`src/rtl/mant_mul_seq.sv`:
```
// mant_mul_seq: multi-cycle unsigned mantissa multiplier (N_LIMB*8 x N_LIMB*8).
// Time-shares one 8x8 Vedic core, one limb-pair partial product per cycle,
// shifted and accumulated into a 2*WIDTH-bit result. Valid/ready on both sides.
// Optional build macro: MANT_MUL_EARLY_ZERO_EN (zero operand skips the MUL phase).

// 8x8 unsigned Vedic multiplier: four 4x4 vertical/crosswise products summed.
module Vedic_8_x_8 (
  input  logic [7:0]  a,
  input  logic [7:0]  b,
  output logic [15:0] prod
);
  logic [7:0] q_ll, q_hl, q_lh, q_hh;

  assign q_ll = 8'(a[3:0]) * 8'(b[3:0]);
  assign q_hl = 8'(a[7:4]) * 8'(b[3:0]);
  assign q_lh = 8'(a[3:0]) * 8'(b[7:4]);
  assign q_hh = 8'(a[7:4]) * 8'(b[7:4]);

  // Combine the four sub-products at their nibble weights.
  always_comb begin
    prod = 16'(q_ll) + (16'(q_hl) << 4) + (16'(q_lh) << 4) + (16'(q_hh) << 8);
  end
endmodule

module mant_mul_seq #(
  parameter int unsigned N_LIMB = 3
) (
  input  logic                  clk,
  input  logic                  rst,
  input  logic                  in_valid,
  output logic                  in_ready,
  input  logic [8*N_LIMB-1:0]   a,
  input  logic [8*N_LIMB-1:0]   b,
  output logic                  out_valid,
  input  logic                  out_ready,
  output logic [16*N_LIMB-1:0]  product,
  output logic                  busy
);
  localparam int unsigned WIDTH  = 8 * N_LIMB;
  localparam int unsigned ACC_W  = 2 * WIDTH;
  localparam int unsigned NSTEP  = N_LIMB * N_LIMB;
  localparam int unsigned STEP_W = (NSTEP > 1) ? $clog2(NSTEP) : 1;
  localparam int unsigned IDX_W  = (N_LIMB > 1) ? $clog2(N_LIMB) : 1;
  localparam int unsigned SH_W   = $clog2(ACC_W);

  typedef enum logic [1:0] {IDLE, MUL, DONE} state_t;

  state_t            state_q;
  logic [WIDTH-1:0]  a_q, b_q;
  logic [ACC_W-1:0]  acc_q, acc_d;
  logic [STEP_W-1:0] step_q;
  logic [IDX_W-1:0]  i_q, j_q;
  logic              in_ready_q, out_valid_q, busy_q;

  logic [7:0]        core_a_c, core_b_c;
  logic [15:0]       p16_c;
  logic [SH_W-1:0]   shamt_c;

  // Limb selection for the current step: i walks a's limbs, j walks b's limbs.
  always_comb begin
    core_a_c = a_q[{i_q, 3'b000} +: 8];
    core_b_c = b_q[{j_q, 3'b000} +: 8];
    shamt_c  = (SH_W'(i_q) + SH_W'(j_q)) << 3;
    acc_d    = acc_q + (ACC_W'(p16_c) << shamt_c);
  end

  Vedic_8_x_8 u_core (
    .a    (core_a_c),
    .b    (core_b_c),
    .prod (p16_c)
  );

  // Control FSM, step/limb counters, accumulator and registered outputs.
  always_ff @(posedge clk) begin
    if (rst) begin
      state_q     <= IDLE;
      a_q         <= '0;
      b_q         <= '0;
      acc_q       <= '0;
      step_q      <= '0;
      i_q         <= '0;
      j_q         <= '0;
      in_ready_q  <= 1'b1;
      out_valid_q <= 1'b0;
      busy_q      <= 1'b0;
    end else begin
      case (state_q)
        IDLE: begin
          if (in_valid) begin
            a_q        <= a;
            b_q        <= b;
            acc_q      <= '0;
            step_q     <= '0;
            i_q        <= '0;
            j_q        <= '0;
            in_ready_q <= 1'b0;
            busy_q     <= 1'b1;
`ifdef MANT_MUL_EARLY_ZERO_EN
            if (a == '0 || b == '0) begin
              state_q     <= DONE;
              out_valid_q <= 1'b1;
            end else begin
              state_q <= MUL;
            end
`else
            state_q <= MUL;
`endif
          end
        end
        MUL: begin
          acc_q  <= acc_d;
          step_q <= step_q + STEP_W'(1);
          if (j_q == IDX_W'(N_LIMB - 1)) begin
            j_q <= '0;
            i_q <= i_q + IDX_W'(1);
          end else begin
            j_q <= j_q + IDX_W'(1);
          end
          if (step_q == STEP_W'(NSTEP - 1)) begin
            state_q     <= DONE;
            out_valid_q <= 1'b1;
          end
        end
        DONE: begin
          if (out_ready) begin
            state_q     <= IDLE;
            out_valid_q <= 1'b0;
            busy_q      <= 1'b0;
            in_ready_q  <= 1'b1;
          end
        end
        default: state_q <= IDLE;
      endcase
    end
  end

  assign in_ready  = in_ready_q;
  assign out_valid = out_valid_q;
  assign busy      = busy_q;
  assign product   = acc_q;
endmodule
```
`config.mk`:
```
export PLATFORM = sky130hd
export DESIGN_NAME = mant_mul_seq
export DESIGN_NICKNAME = d
export VERILOG_FILES = /design/src/rtl/mant_mul_seq.sv
export SDC_FILE = /design/constraint.sdc
export NUM_CORES = 1
export LEC_CHECK = 0
export ABC_CLOCK_PERIOD_IN_PS = 9200
export CAP_MARGIN = 0
export CORE_MARGIN = 5
export CORE_UTILIZATION = 45
export DETAILED_ROUTE_END_ITERATION = 12
export PLACE_DENSITY_LB_ADDON = 0.25
export SKIP_LAST_GASP = 1
export SYNTH_ARGS = -nofsm -noshare
export SYNTH_HDL_FRONTEND = slang
export SYNTH_SLANG_ARGS = --single-unit
```
`constraint.sdc`:
```
create_clock -name clk -period 9.2 [get_ports clk]
set_input_delay 1.84 -clock clk [delete_from_list [all_inputs] [get_ports clk]]
set_output_delay 1.84 -clock clk [all_outputs]
set_load 0.005 [all_outputs]
```
==> impl_metrics.toml, run 1 <==
[cells_and_area]
nets = 1600
most-common-layout-cells = "nand2_1, nor2_1, a21oi_1"
drive_gt1_frac = 0.06237
syn_to_final_growth_pct = 17.97
post-route-util = 0.5370
fin_cells = 1691
final_common_cell = "nand2_1"
design_area_um2 = 11680
insertedDiodeCount = 0

[route]
dr.first_iter.drc_count = 542
wl_per_cell_um = 16.81
drtPass1Iterations = 5
finalWirelength_um = 28430
drc_errors = 0
via_count = 9483
viasPerCell = 5.608
antenna_left = 0

[grt]
grt_pass1_vias = 9168
grt_use_met1 = 0.3307
gr-total-overflow = 0
grt_max_degree = 90
grt_use_met2 = 0.3578
antenna_found_initial = 0
grt_pass1_wl_um = 46500
grtUsageMet3 = 0.03262
track_usage = 0.2281
busiest_layer = "met2"

[critical_path]
cp-start-kind = "flop"
cp.required_ns = 9.48
cp_slowest_cell = "o41ai_4"
endpoint_kind = "flop"
crit_type = "flop to flop"
path_max_fanout = 10
ff2ff_setup_slack_ns = 0.41
max_stage_delay_ns = 0.64
cp.arrival_ns = 9.08

[flow_run]
cap_violations = 0

[sta]
timing.fmax_mhz = 113.7
rsz0062_at_grt = "false"
slew_headroom = 0.2933
finalSetupViolCount = 0
finalClockSkew_ns = 0.01741
whs_ns = 0.4605
min_period_ns = 8.792
fin_tns_setup_ns = 0
finalHoldViolCount = 0
tightest_slew_ns = 1.060
slew_violations = 0
finalCritPeriodShare = 0.9556

[cts]
cts-root-buf = "clkbuf_16"
clock_latency_ns = 0.38
cts_num_sinks = 109
cts.clk_slew.worst_paths_ns = 0.10
cts_tree = "done"
cts_max_path_buffers = 2
htreeDepth = 3
cts_hold_buf = 0
numCtsBuffers = 9

[placement]
gp_congestion = 0.9372
hpwlAfterDp_um = 21990
io_buffers = 102
numPlacedInstances = 1673
place_area_um2 = 11330

[die]
initial_utilization = 0.4552
die_y_um = 158.4
fp.coreArea_um2 = 21760
boundaryPins = 103
die_w_um = 158.4
die_area_um2 = 25070
num_rows = 54

[min_path]
hold_class = "flop to flop"

[synth]
synth_ff_type = "dfxtp_1"
synth_top_area_cell = "dfxtp_1"
netlist_instances = 1313
synth_edf_count = 0
synth_nets = 1507
synth_top_area_frac = 0.2203
synth_seq_cells = 109
synth.distinct_cells = 63
async_flop_share = 0
ys_seq_area_frac = 0.2203
ys_warn_count = 0
avgSynthCellArea_um2 = 7.542
synth_area_leaders = "dfxtp_1, ha_1, a21oi_1"
synth_area_um2 = 9903

[power]
p_leak_nw = 5.352
power_density_nw_per_um2 = 100.9
ir_worst_vdd_v = 0.00008462

[outcome]
status = "finished clean"
path summary, 6_finish.rpt:
kind / start / endpoint / cells past startpoint
max reg2reg: i_q[1]$_SDFFE_PP0P_ / product[40]$_SDFFE_PP0P_ / 34
min: b_q[18]$_SDFFE_PP0P_ / b_q[18]$_SDFFE_PP0P_ / 2
min reg2reg: b_q[18]$_SDFFE_PP0P_ / b_q[18]$_SDFFE_PP0P_ / 2
max: i_q[1]$_SDFFE_PP0P_ / product[40]$_SDFFE_PP0P_ / 34
synthesized netlist by cell type (3+ instances only):
library cell / number
nor2b_1: 18
clkbuf_1: 51
o22ai_1: 10
nand4_1: 7
o21bai_1: 17
fa_1: 26
o31ai_1: 3
dfxtp_1: 109
inv_1: 74
a211o_1: 6
o21a_1: 7
nor2_1: 161
nand3b_1: 3
nand3_1: 28
o211ai_1: 6
a21oi_1: 155
nand2b_1: 28
mux2i_1: 18
nor3_1: 9
and2_1: 11
a21o_1: 45
a211oi_1: 9
a32o_1: 3
ha_1: 116
a22oi_1: 29
buf_1: 7
a32oi_1: 3
a31oi_1: 13
xor2_1: 28
o21ai_0: 45
nand2_1: 162
or2_2: 18
and3_1: 7
xnor2_1: 36
nor4_1: 4
o21ai_1: 5
final cells by class:
cell class | count | area, um2
Clock buffer | 9 | 225.2
Timing Repair Buffer | 141 | 1309
Inverter | 74 | 277.8
Clock inverter | 7 | 98.84
Multi-Input combinational cell | 1071 | 7237
Fill cell | 2123 | 10070
Sequential cell | 109 | 2185
Tap cell | 280 | 350.3
state kept, by name (all words and copies together) (netlist names):
register	cells
a_q	24
j_q	2
i_q	2
step_q	4
in_ready	1
product	48
b_q	24
state_q	2
busy	1
out_valid	1
kinds of logic (layout without fill, tap and decap cells):
family          after synthesis  in the layout  share of synthesized area
fa+ha+maj                   142            142                     0.1991
buf+inv                     133            231                    0.05054
mux                          18             18                    0.01819
simple gates                466            466                     0.2101
compound gates              381            381                     0.2451
xor+xnor                     64             64                    0.05660
flops                       109            109                     0.2203
metrics by stage:
step           total power, mW  worst slack (ns)
2_1_floorplan           0.6556            0.7832
3_3_place_gp            0.7443            0.2672
3_5_place_dp            0.7468            0.2275
4_1_cts                  1.186            0.1792
5_1_grt                  1.232           0.01115
6_report                 1.179            0.4082
what timing repair did:
item / 4_1_cts / 5_1_grt
gates resized for setup: 0 / 4
setup buffers: 0 / 2
endpoints found under the setup margin: 0 / 24
metal layers:
metal  wire [um]  share of wire
met4         488          0.017
met1       13710           0.48
met2       12480           0.44
met3        1749          0.062
met5           0              0
worst max-delay path: cells and delay by family, from the launching register on:
family                   cells  cell delay (ns)
AO/OA/AOI/OAI               13             3.08
XOR/XNOR                     2             0.41
adder cells (fa/ha/maj)      8             3.51
buffers and inverters        4             0.22
flip-flops                   1             0.41
AND/OR/NAND/NOR              7             1.09
power by group:
| part | total (mW) | leakage (nW) | switching [mW] | internal, mW |
|---|---|---|---|---|
| logic | 0.237 | 4.31 | 0.140 | 0.0968 |
| registers | 0.501 | 0.888 | 0.0127 | 0.489 |
| clock network | 0.440 | 0.157 | 0.238 | 0.203 |
(Power assumes the default switching activity.)
==> run 2: changes to the inputs <==
Settings changed: CTS_CLUSTER_DIAMETER set to 100.
==> results of run 2 <==
Same layout as run 1: the final DEF is identical, and so are final timing and power.
==> run 3: changes to the inputs <==
Settings changed: CAP_MARGIN 0 to not set, GPL_TIMING_DRIVEN set to 0.
==> impl_metrics.toml, run 3 (same netlist as run 1, synthesis figures left out) <==
[min_path]
hold_end = "a_q[5]$_SDFFE_PP0P_"
hold_start = "a_q[5]$_SDFFE_PP0P_"
hold_class = "flop to flop"
hold_depth = 2

[power]
seq_power_share = 0.431
power_density_nw_per_um2 = 97.97
p_leak_nw = 5.305
switching_share = 0.3295
ir_worst_vdd_v = 0.00008748
comb_power_share = 0.209
internal_power_mw = 0.7796
clockPowerShare = 0.360
power_switching_mw = 0.3831

[cells_and_area]
final_common_cell = "nand2_1"
nets = 1623
design_area_um2 = 11870
syn_to_final_growth_pct = 19.84
fill_cells = 2160
fin_cells = 1714
register_area_um2 = 2192
drive_gt1_frac = 0.06416
post-route-util = 0.5455
most-common-layout-cells = "nand2_1, nor2_1, a21oi_1"
multi_input_area_um2 = 7423
largest_register_ffs = 48
insertedDiodeCount = 0

[critical_path]
cp.required_ns = 9.44
timing.rr.start = "i_q[1]$_SDFFE_PP0P_"
crit_top_cell = "a21o_1"
crit_type = "flop to flop"
cp-start-kind = "flop"
cp.arrival_ns = 9.08
ff2ff_setup_slack_ns = 0.36
max_stage_delay_ns = 0.56
r2r_end = "product[38]$_SDFFE_PP0P_"
ff2ff_path_depth = 36
endpoint_kind = "flop"
cp_slowest_cell = "fa_1"
path_max_fanout = 11

[die]
die_area_um2 = 25070
die_y_um = 158.4
initial_utilization = 0.4552
num_rows = 54
fp.coreArea_um2 = 21760
boundaryPins = 103
die_w_um = 158.4

[route]
via_count = 9651
drc_errors = 0
viasPerCell = 5.631
finalWirelength_um = 28680
antenna_left = 0
wl_per_cell_um = 16.73
drtPass1Iterations = 5
dr.first_iter.drc_count = 647

[grt]
grt_pass1_vias = 9192
grt_pass1_wl_um = 46280
track_usage = 0.2280
grt_max_degree = 24
antenna_found_initial = 0
gr-total-overflow = 0

[placement]
gp_congestion = 0.9438
io_buffers = 101
post-place-ws_ns = -0.7180
place_area_um2 = 11260
numPlacedInstances = 1694
hpwlAfterDp_um = 22720

[sta]
min_period_ns = 8.837
whs_ns = 0.4575
tightest_slew_ns = 0.7972
finalCritPeriodShare = 0.9606
finalHoldViolCount = 0
finalClockSkew_ns = 0.01309
slew_headroom = 0.4686
timing.fmax_mhz = 113.2
rsz0062_at_grt = "true"
slew_violations = 0
finalSetupViolCount = 0
worst_slack_ns = 0.3628

[cts]
htreeDepth = 3
clock_latency_ns = 0.37
numCtsBuffers = 9
cts_max_path_buffers = 2
cts.clk_slew.worst_paths_ns = 0.09
cts_num_sinks = 109
cts-root-buf = "clkbuf_16"
cts_tree = "done"

[flow_run]
cap_violations = 0

[outcome]
status = "finished clean"
[run 3: cell types whose count changed in the layout (fill, tap and decap cells not counted), sizes merged]
| cell | previous run | this run |
|---|---|---|
| clkinv | 2 | 6 |
| clkbuf | 9 | 55 |
| buf | 40 | 17 |
| inv | 79 | 75 |
[run 3: metal layers]
metal / part of all wire / vias to the layer above / global-route usage / wire [um]
met4: 0.020 / 0 / 0.06174 / 563
li1: - / 4814 / - / -
met5: 0 / - / 0 / 0
met1: 0.47 / 4489 / 0.3297 / 13560
met2: 0.44 / 306 / 0.3540 / 12760
met3: 0.062 / 42 / 0.03506 / 1788
[run 3: power groups by stage]
stage               logic, mW  registers [mW]  clock network (mW)
finish                  0.243           0.501               0.418
global route            0.268           0.503               0.444
CTS                     0.234           0.501               0.426
detailed placement      0.231           0.511                   0
global placement        0.228           0.511                   0
floorplan               0.148           0.508                   0
[run 3: worst max-delay path by stage]
| stage | startpoint | endpoint | cells past startpoint |
|---|---|---|---|
| CTS | i_q[1]$_SDFFE_PP0P_ | product[43]$_SDFFE_PP0P_ | 37 |
| finish | i_q[1]$_SDFFE_PP0P_ | product[38]$_SDFFE_PP0P_ | 36 |
| global placement | i_q[1]$_SDFFE_PP0P_ | product[38]$_SDFFE_PP0P_ | 36 |
| detailed placement | i_q[1]$_SDFFE_PP0P_ | product[38]$_SDFFE_PP0P_ | 37 |
| global route | i_q[1]$_SDFFE_PP0P_ | product[42]$_SDFFE_PP0P_ | 38 |
| floorplan | i_q[1]$_SDFFE_PP0P_ | product[47]$_SDFFE_PP0P_ | 36 |
[run 3: cell type report]
| cell class | count | share of cell area |
|---|---|---|
| Clock buffer | 9 | 0.01898 |
| Clock inverter | 7 | 0.008329 |
| Inverter | 74 | 0.02341 |
| Sequential cell | 109 | 0.1847 |
| Timing Repair Buffer | 108 | 0.08962 |
| Multi-Input combinational cell | 1071 | 0.6255 |
| Tap cell | 280 | 0.02952 |
| Buffer | 56 | 0.01993 |
[run 3: worst max-delay path, delay by kind of cell, from the launching register on]
kind            cells  cell delay [ns]
compound gates     14             3.04
flops               1             0.42
xor+xnor            3             0.41
fa+ha+maj           8             3.37
buf+inv             7             0.78
simple gates        4             0.68
[run 3: what timing repair did]
item | in CTS | in global routing
hold buffers | 0 | 0
buffers inserted | 0 | 7
setup endpoints to repair | 30 | 26
gates resized for setup | 22 | 43
pin swaps | 0 | 15
[run 3: metrics by stage]
step / power, mW / setup TNS (ns)
3_5_place_dp: 0.7418 / -9.863
4_1_cts: 1.161 / 0
3_3_place_gp: 0.7382 / -8.773
5_1_grt: 1.215 / -0.05778
6_report: 1.163 / 0
2_1_floorplan: 0.6556 / 0
